==> config.mk <==
export PLATFORM = sky130hd
export DESIGN_NAME = renkon_linebuf
export DESIGN_NICKNAME = d
export VERILOG_FILES = /design/src/rtl/renkon_linebuf.sv
export SDC_FILE = /design/constraint.sdc
export NUM_CORES = 2
export LEC_CHECK = 0
export CAP_MARGIN = 30
export CORE_MARGIN = 3
export CORE_UTILIZATION = 45
export CTS_CLUSTER_SIZE = 14
export DETAILED_ROUTE_END_ITERATION = 12
export GPL_TIMING_DRIVEN = 0
export HOLD_SLACK_MARGIN = 0.03
export PLACE_DENSITY = 0.66
export REMOVE_ABC_BUFFERS = 1
export SLEW_MARGIN = 10
export SYNTH_ARGS = -nofsm -noshare
export SYNTH_HDL_FRONTEND = slang
export SYNTH_SLANG_ARGS = --single-unit
==> constraint.sdc <==
create_clock -name clk -period 6.21 [get_ports clk]
set_input_delay 1.863 -clock clk [delete_from_list [all_inputs] [get_ports clk]]
set_output_delay 1.863 -clock clk [all_outputs]
set_load 0.005 [all_outputs]
==> src/rtl/renkon_linebuf.sv <==
// 5x5 sliding-window builder for a raster-scan square map: 4 circular line buffers plus a 5x5 register window.
// Optional RENKON_LINEBUF_OREG_EN adds an output register on window/window_valid (frame_done delayed to match).
module renkon_linebuf #(
  parameter int unsigned DWIDTH = 16,
  parameter int unsigned LWIDTH = 10,
  parameter int unsigned FSIZE  = 5,
  parameter int unsigned MAXW   = 32
) (
  input  logic                      clk,
  input  logic                      xrst,
  input  logic [LWIDTH-1:0]         w_img_size,
  input  logic                      start,
  input  logic                      in_en,
  input  logic [DWIDTH-1:0]         pixel_in,
  output logic [FSIZE*FSIZE*DWIDTH-1:0] window,
  output logic                      window_valid,
  output logic                      frame_done,
  output logic                      busy
);

  localparam int unsigned AWIDTH = $clog2(MAXW);
  localparam int unsigned NLINE  = FSIZE - 1;
  localparam int unsigned VWIDTH = FSIZE * FSIZE * DWIDTH;

  localparam logic [1:0] ST_IDLE = 2'd0;
  localparam logic [1:0] ST_FILL = 2'd1;
  localparam logic [1:0] ST_RUN  = 2'd2;
  localparam logic [1:0] ST_DONE = 2'd3;

  logic [1:0]        state_q, state_d;
  logic [LWIDTH-1:0] size_q, col_q, row_q;
  logic              valid_q, done_q;
  logic              accept_c, col_wrap_c, last_c, pos_valid_c, fill_end_c;
  logic [AWIDTH-1:0] addr_c;

  logic [DWIDTH-1:0] lbuf     [NLINE][MAXW];
  logic [DWIDTH-1:0] win_q    [FSIZE][FSIZE];
  logic [DWIDTH-1:0] col_in_c [FSIZE];
  logic [VWIDTH-1:0] window_c;

  // start takes priority over a pixel offered in the same cycle
  assign accept_c    = in_en && !start && ((state_q == ST_FILL) || (state_q == ST_RUN));
  assign col_wrap_c  = (col_q == size_q - LWIDTH'(1));
  assign last_c      = col_wrap_c && (row_q == size_q - LWIDTH'(1));
  assign pos_valid_c = (row_q >= LWIDTH'(NLINE)) && (col_q >= LWIDTH'(NLINE));
  assign fill_end_c  = (row_q == LWIDTH'(NLINE)) && (col_q == LWIDTH'(NLINE));
  assign addr_c      = col_q[AWIDTH-1:0];

  always_ff @(posedge clk or negedge xrst) begin
    if (!xrst) begin
      state_q <= ST_IDLE;
    end else begin
      state_q <= state_d;
    end
  end

  // Last-pixel check comes first so a minimum-size map can finish from FILL
  always_comb begin
    state_d = state_q;
    if (start) begin
      state_d = ST_FILL;
    end else begin
      case (state_q)
        ST_FILL: begin
          if (accept_c && last_c) begin
            state_d = ST_DONE;
          end else if (accept_c && fill_end_c) begin
            state_d = ST_RUN;
          end
        end
        ST_RUN: begin
          if (accept_c && last_c) begin
            state_d = ST_DONE;
          end
        end
        ST_DONE: state_d = ST_IDLE;
        default: state_d = state_q;
      endcase
    end
  end

  // Counters, size register and registered status flags
  always_ff @(posedge clk or negedge xrst) begin
    if (!xrst) begin
      size_q  <= '0;
      col_q   <= '0;
      row_q   <= '0;
      valid_q <= 1'b0;
      done_q  <= 1'b0;
      busy    <= 1'b0;
    end else begin
      busy    <= (state_d == ST_FILL) || (state_d == ST_RUN);
      done_q  <= (state_d == ST_DONE);
      valid_q <= accept_c && pos_valid_c;
      if (start) begin
        size_q <= w_img_size;
        col_q  <= '0;
        row_q  <= '0;
      end else if (accept_c) begin
        if (col_wrap_c) begin
          col_q <= '0;
          row_q <= row_q + LWIDTH'(1);
        end else begin
          col_q <= col_q + LWIDTH'(1);
        end
      end
    end
  end

  // New window column: oldest row from lbuf[0], newest row is the incoming pixel
  always_comb begin
    for (int r = 0; r < NLINE; r++) begin
      col_in_c[r] = lbuf[r][addr_c];
    end
    col_in_c[NLINE] = pixel_in;
  end

  // Line buffers hold no reset; every row advances one buffer at the current column
  always_ff @(posedge clk) begin
    if (accept_c) begin
      for (int r = 0; r < NLINE - 1; r++) begin
        lbuf[r][addr_c] <= lbuf[r+1][addr_c];
      end
      lbuf[NLINE-1][addr_c] <= pixel_in;
    end
  end

  always_ff @(posedge clk or negedge xrst) begin
    if (!xrst) begin
      for (int r = 0; r < FSIZE; r++) begin
        for (int c = 0; c < FSIZE; c++) begin
          win_q[r][c] <= '0;
        end
      end
    end else if (accept_c) begin
      for (int r = 0; r < FSIZE; r++) begin
        for (int c = 0; c < FSIZE - 1; c++) begin
          win_q[r][c] <= win_q[r][c+1];
        end
        win_q[r][FSIZE-1] <= col_in_c[r];
      end
    end
  end

  always_comb begin
    window_c = '0;
    for (int r = 0; r < FSIZE; r++) begin
      for (int c = 0; c < FSIZE; c++) begin
        window_c[(r*FSIZE+c)*DWIDTH +: DWIDTH] = win_q[r][c];
      end
    end
  end

`ifdef RENKON_LINEBUF_OREG_EN
  always_ff @(posedge clk or negedge xrst) begin
    if (!xrst) begin
      window       <= '0;
      window_valid <= 1'b0;
      frame_done   <= 1'b0;
    end else begin
      window       <= window_c;
      window_valid <= valid_q;
      frame_done   <= done_q;
    end
  end
`else
  assign window       = window_c;
  assign window_valid = valid_q;
  assign frame_done   = done_q;
`endif

endmodule

==> parameters.txt <==
Parameter                              Value

Run status
  Run status    completed

Route
  Sum of routed wire length over all layers    222100 µm
  Number of remaining DRC errors    0
  Via-to-Cell Ratio    5.679
  Via total after detailed routing    about 50000
  Iter 0 DRT Violations    5090
  Remaining antenna violation count    0
  Average routed wire per standard cell    approximately 26 µm
  1st-pass router iterations    8

CTS
  Quantity of gates resized following cts    0
  Max Root-Sink Buffers    4
  Master cell of the clock root buffer    sky130_fd_sc_hd__clkbuf_16
  Clock sink total    2483
  Clock Pin Slew Worst Setup and Hold Paths    0.05 ns
  Clock tree from TritonCTS    yes
  Count of buffers added by post-CTS timing repair for setup    0
  Number of buffers inserted during clock tree synthesis    280
  Hold-fix buffers at CTS    0
  Clock latency on the worst-skew pair    roughly 0.90 ns
  Level count of the clock H-tree    5

Power
  Leakage power    39.03 nW
  Areal power density over the cells    413.7 nW/µm²
  Worst vdd rail ir drop    377.4 µV
  Total design power    between 40 and 50 mW

Placement
  Placer Congestion    roughly 0.75
  Placed Instances    between 8000 and 9000
  DPL Wire Length    131000 µm
  I/O Buffers    432
  Dpl ws    0.2985 ns

Yosys
  Number of enable flip-flop cells after synthesis    2048
  Top_reg_cell synth    sky130_fd_sc_hd__edfxtp_1
  Mapped Avg Cell Area    19.14 µm²
  Synth area leaders    sky130_fd_sc_hd__edfxtp_1 (65%), sky130_fd_sc_hd__mux4_2 (15%), sky130_fd_sc_hd__dfrtp_1 (11%)
  Fraction of post-synthesis cell area in the top cell type by area    between 60% and 70%
  Sequential cell area fraction in the yosys report    between 70% and 80%
  Post-synthesis cell type count    63
  Mapped cell area    94960 µm²
  Ys Warns    0
  Asr flop ratio synth    17.52%
  Synthesized netlist cell count    4962
  Leading area contributor after synthesis    sky130_fd_sc_hd__edfxtp_1
  Post-synthesis register bit count    2483

Global route
  Overall Global Routing Usage    20.53%
  Number of global-route vias before repair    49130
  Wire length of the first global-routing pass    332100 µm
  Antenna violations before repair    1
  Grt ovf    0
  Maximum number of pins on one net before global-route repair    105

STA
  Final Hold Vio Count    0
  Final worst-path setup slack    1.143 ns
  Peak Freq    just under 200 MHz
  Setup tns final    0 ns
  Worst-case headroom to the max-slew limit    38.25%
  Least-Margin Pin Slew    roughly 0.9 ns
  Max-slew violation total from the final report    0
  Setup Viol. Count Final    0
  Min cycle time layout    5.067 ns
  Worst setup skew after layout    0.03651 ns
  Fraction of the cycle the final worst path needs    81.59%
  Setup repair after global routing missed its margin    false

Run
  Max-cap check violation count    0

Final layout
  Non-filler instance count after layout    8562
  NumNets Final    5614
  Relative area change from synthesis to final layout    20.48%
  Fraction of layout instances using a drive strength above 1    22.40%

Worst setup path
  Crit path arrival time    5.62 ns
  Critical Path End Type    register
  Required time at the worst-slack endpoint    a little under 7 ns
  Crit Path Category    input pin to register
  Maximum fanout count along the critical path    55
  Category of the worst setup path launch point    input pin

Floorplan
  Starting density of the core    45.54%
  Number of cell rows    167
  Chip Height    465.4 µm
  Die width    465.4 µm
  Boundary Pins    about 430
  Area of the die    216600 µm²
  Std-Cell Core Area    208500 µm²

Hold path
  Path category of the worst min-delay check    register to register
state kept, by name, summed over array words and instances (netlist names):
register      flops
window          400
lbuf           2048
row_q            10
col_q            10
window_valid      1
state_q           2
frame_done        1
size_q           10
busy              1
kinds of logic after synthesis:
logic type	synth area share, %
XOR/XNOR	0.2793
AND/OR/NAND/NOR	5.660
adder cells (fa/ha/maj)	0.1581
flip-flops	76.23
multiplexers	15.81
AO/OA/AOI/OAI	0.6931
buffers and inverters	1.174
worst max-delay path: stages:
cell and delay (ns):
sky130_fd_sc_hd__clkdlybuf4s50_1 0.50, sky130_fd_sc_hd__and2_1 0.74, sky130_fd_sc_hd__nand2b_4 0.60, sky130_fd_sc_hd__nor3_1 0.62
sky130_fd_sc_hd__and3_4 0.54, sky130_fd_sc_hd__buf_12 0.27, sky130_fd_sc_hd__buf_16 0.29
cell usage after synthesis (4+ instances only):
master	n
sky130_fd_sc_hd__edfxtp_1	2048
sky130_fd_sc_hd__nand2_1	1186
sky130_fd_sc_hd__mux4_2	627
sky130_fd_sc_hd__dfrtp_1	435
sky130_fd_sc_hd__clkbuf_1	189
sky130_fd_sc_hd__mux2_2	65
sky130_fd_sc_hd__buf_1	56
sky130_fd_sc_hd__nor2_1	51
sky130_fd_sc_hd__o21ai_0	28
sky130_fd_sc_hd__a21oi_1	25
sky130_fd_sc_hd__and3_1	21
sky130_fd_sc_hd__buf_2	20
sky130_fd_sc_hd__nor3_1	18
sky130_fd_sc_hd__mux2i_1	16
sky130_fd_sc_hd__nand3_1	14
sky130_fd_sc_hd__nor2b_1	13
sky130_fd_sc_hd__xor2_1	13
sky130_fd_sc_hd__ha_1	12
sky130_fd_sc_hd__inv_1	12
sky130_fd_sc_hd__nand4_1	10
sky130_fd_sc_hd__a22oi_1	8
sky130_fd_sc_hd__nand2b_1	8
sky130_fd_sc_hd__o211ai_1	8
sky130_fd_sc_hd__xnor2_1	7
sky130_fd_sc_hd__nor4_1	6
sky130_fd_sc_hd__a211oi_1	5
sky130_fd_sc_hd__or4_1	5
sky130_fd_sc_hd__o31ai_1	4
sky130_fd_sc_hd__xnor3_1	4
final timing paths:
kind                       slack, ns      endpoint  startpoint  cells past startpoint
min                             0.47    window[81]  window[81]                      2
max reg2reg                     1.53   window[305]    col_q[0]                     11
max in group asynchronous       3.39      col_q[3]        xrst                      4
min reg2reg                     0.47    window[81]  window[81]                      2
max                             1.14  lbuf[3][199]       in_en                      7
min in group asynchronous       0.87   window[381]        xrst                      1
report_power, final:
part	internal [mW]	switching, mW
Sequential	20.8	0.978
Combinational	4.94	4.96
Clock	9.24	6.40
layout by cell type, fill, tap and decap left out, types with 10 or more instances in the layout:
cell                              instances
sky130_fd_sc_hd__edfxtp_1              2048
sky130_fd_sc_hd__nor2_4                  16
sky130_fd_sc_hd__nor2_1                  35
sky130_fd_sc_hd__clkdlybuf4s50_1        430
sky130_fd_sc_hd__nand4_1                 10
sky130_fd_sc_hd__buf_16                  82
sky130_fd_sc_hd__clkinv_2                44
sky130_fd_sc_hd__clkbuf_1                51
sky130_fd_sc_hd__clkinv_1                48
sky130_fd_sc_hd__nor3_1                  18
sky130_fd_sc_hd__nand3_1                 14
sky130_fd_sc_hd__a21oi_1                 25
sky130_fd_sc_hd__and3_4                  16
sky130_fd_sc_hd__mux2_2                  65
sky130_fd_sc_hd__inv_6                   12
sky130_fd_sc_hd__mux4_2                 627
sky130_fd_sc_hd__ha_1                    12
sky130_fd_sc_hd__mux2i_1                 16
sky130_fd_sc_hd__clkinvlp_4              10
sky130_fd_sc_hd__bufinv_16               19
sky130_fd_sc_hd__o21ai_0                 28
sky130_fd_sc_hd__nand2_1               1186
sky130_fd_sc_hd__dfrtp_1                430
sky130_fd_sc_hd__clkbuf_16              283
sky130_fd_sc_hd__nor2b_1                 13
sky130_fd_sc_hd__inv_1                   12
sky130_fd_sc_hd__buf_12                  67
sky130_fd_sc_hd__xor2_1                  13
sky130_fd_sc_hd__buf_8                   17
metrics by stage:
step                hold slack [ns]  util [%]  area, µm²
CTS                          0.4748     54.74     114200
global placement             0.4558     48.77     101700
floorplan                    0.4699         -      93890
detailed placement           0.4612     50.61     105500
global route                 0.4917     54.86     114400
finish                       0.4694     54.86     114400
layer usage:
metal	up-vias	global-route usage (%)	part of all wire [%]
met5	-	0	0
met4	0	4.884	2.0
met3	343	3.545	7.1
met2	1872	32.89	49
met1	25920	29.65	42
li1	20490	-	-
area by class of cell:
type | count | area (µm²)
flip-flops and latches | 2483 | 72400
multi-input cells | 2197 | 21670
clock inverters | 139 | 1219
repair buffers | 598 | 8174
clock buffers | 343 | 7397
fillers | 15770 | 94130
diodes | 2 | 5.005
well taps | 2788 | 3488
inverters | 12 | 45.04
(Power assumes the default switching activity.)
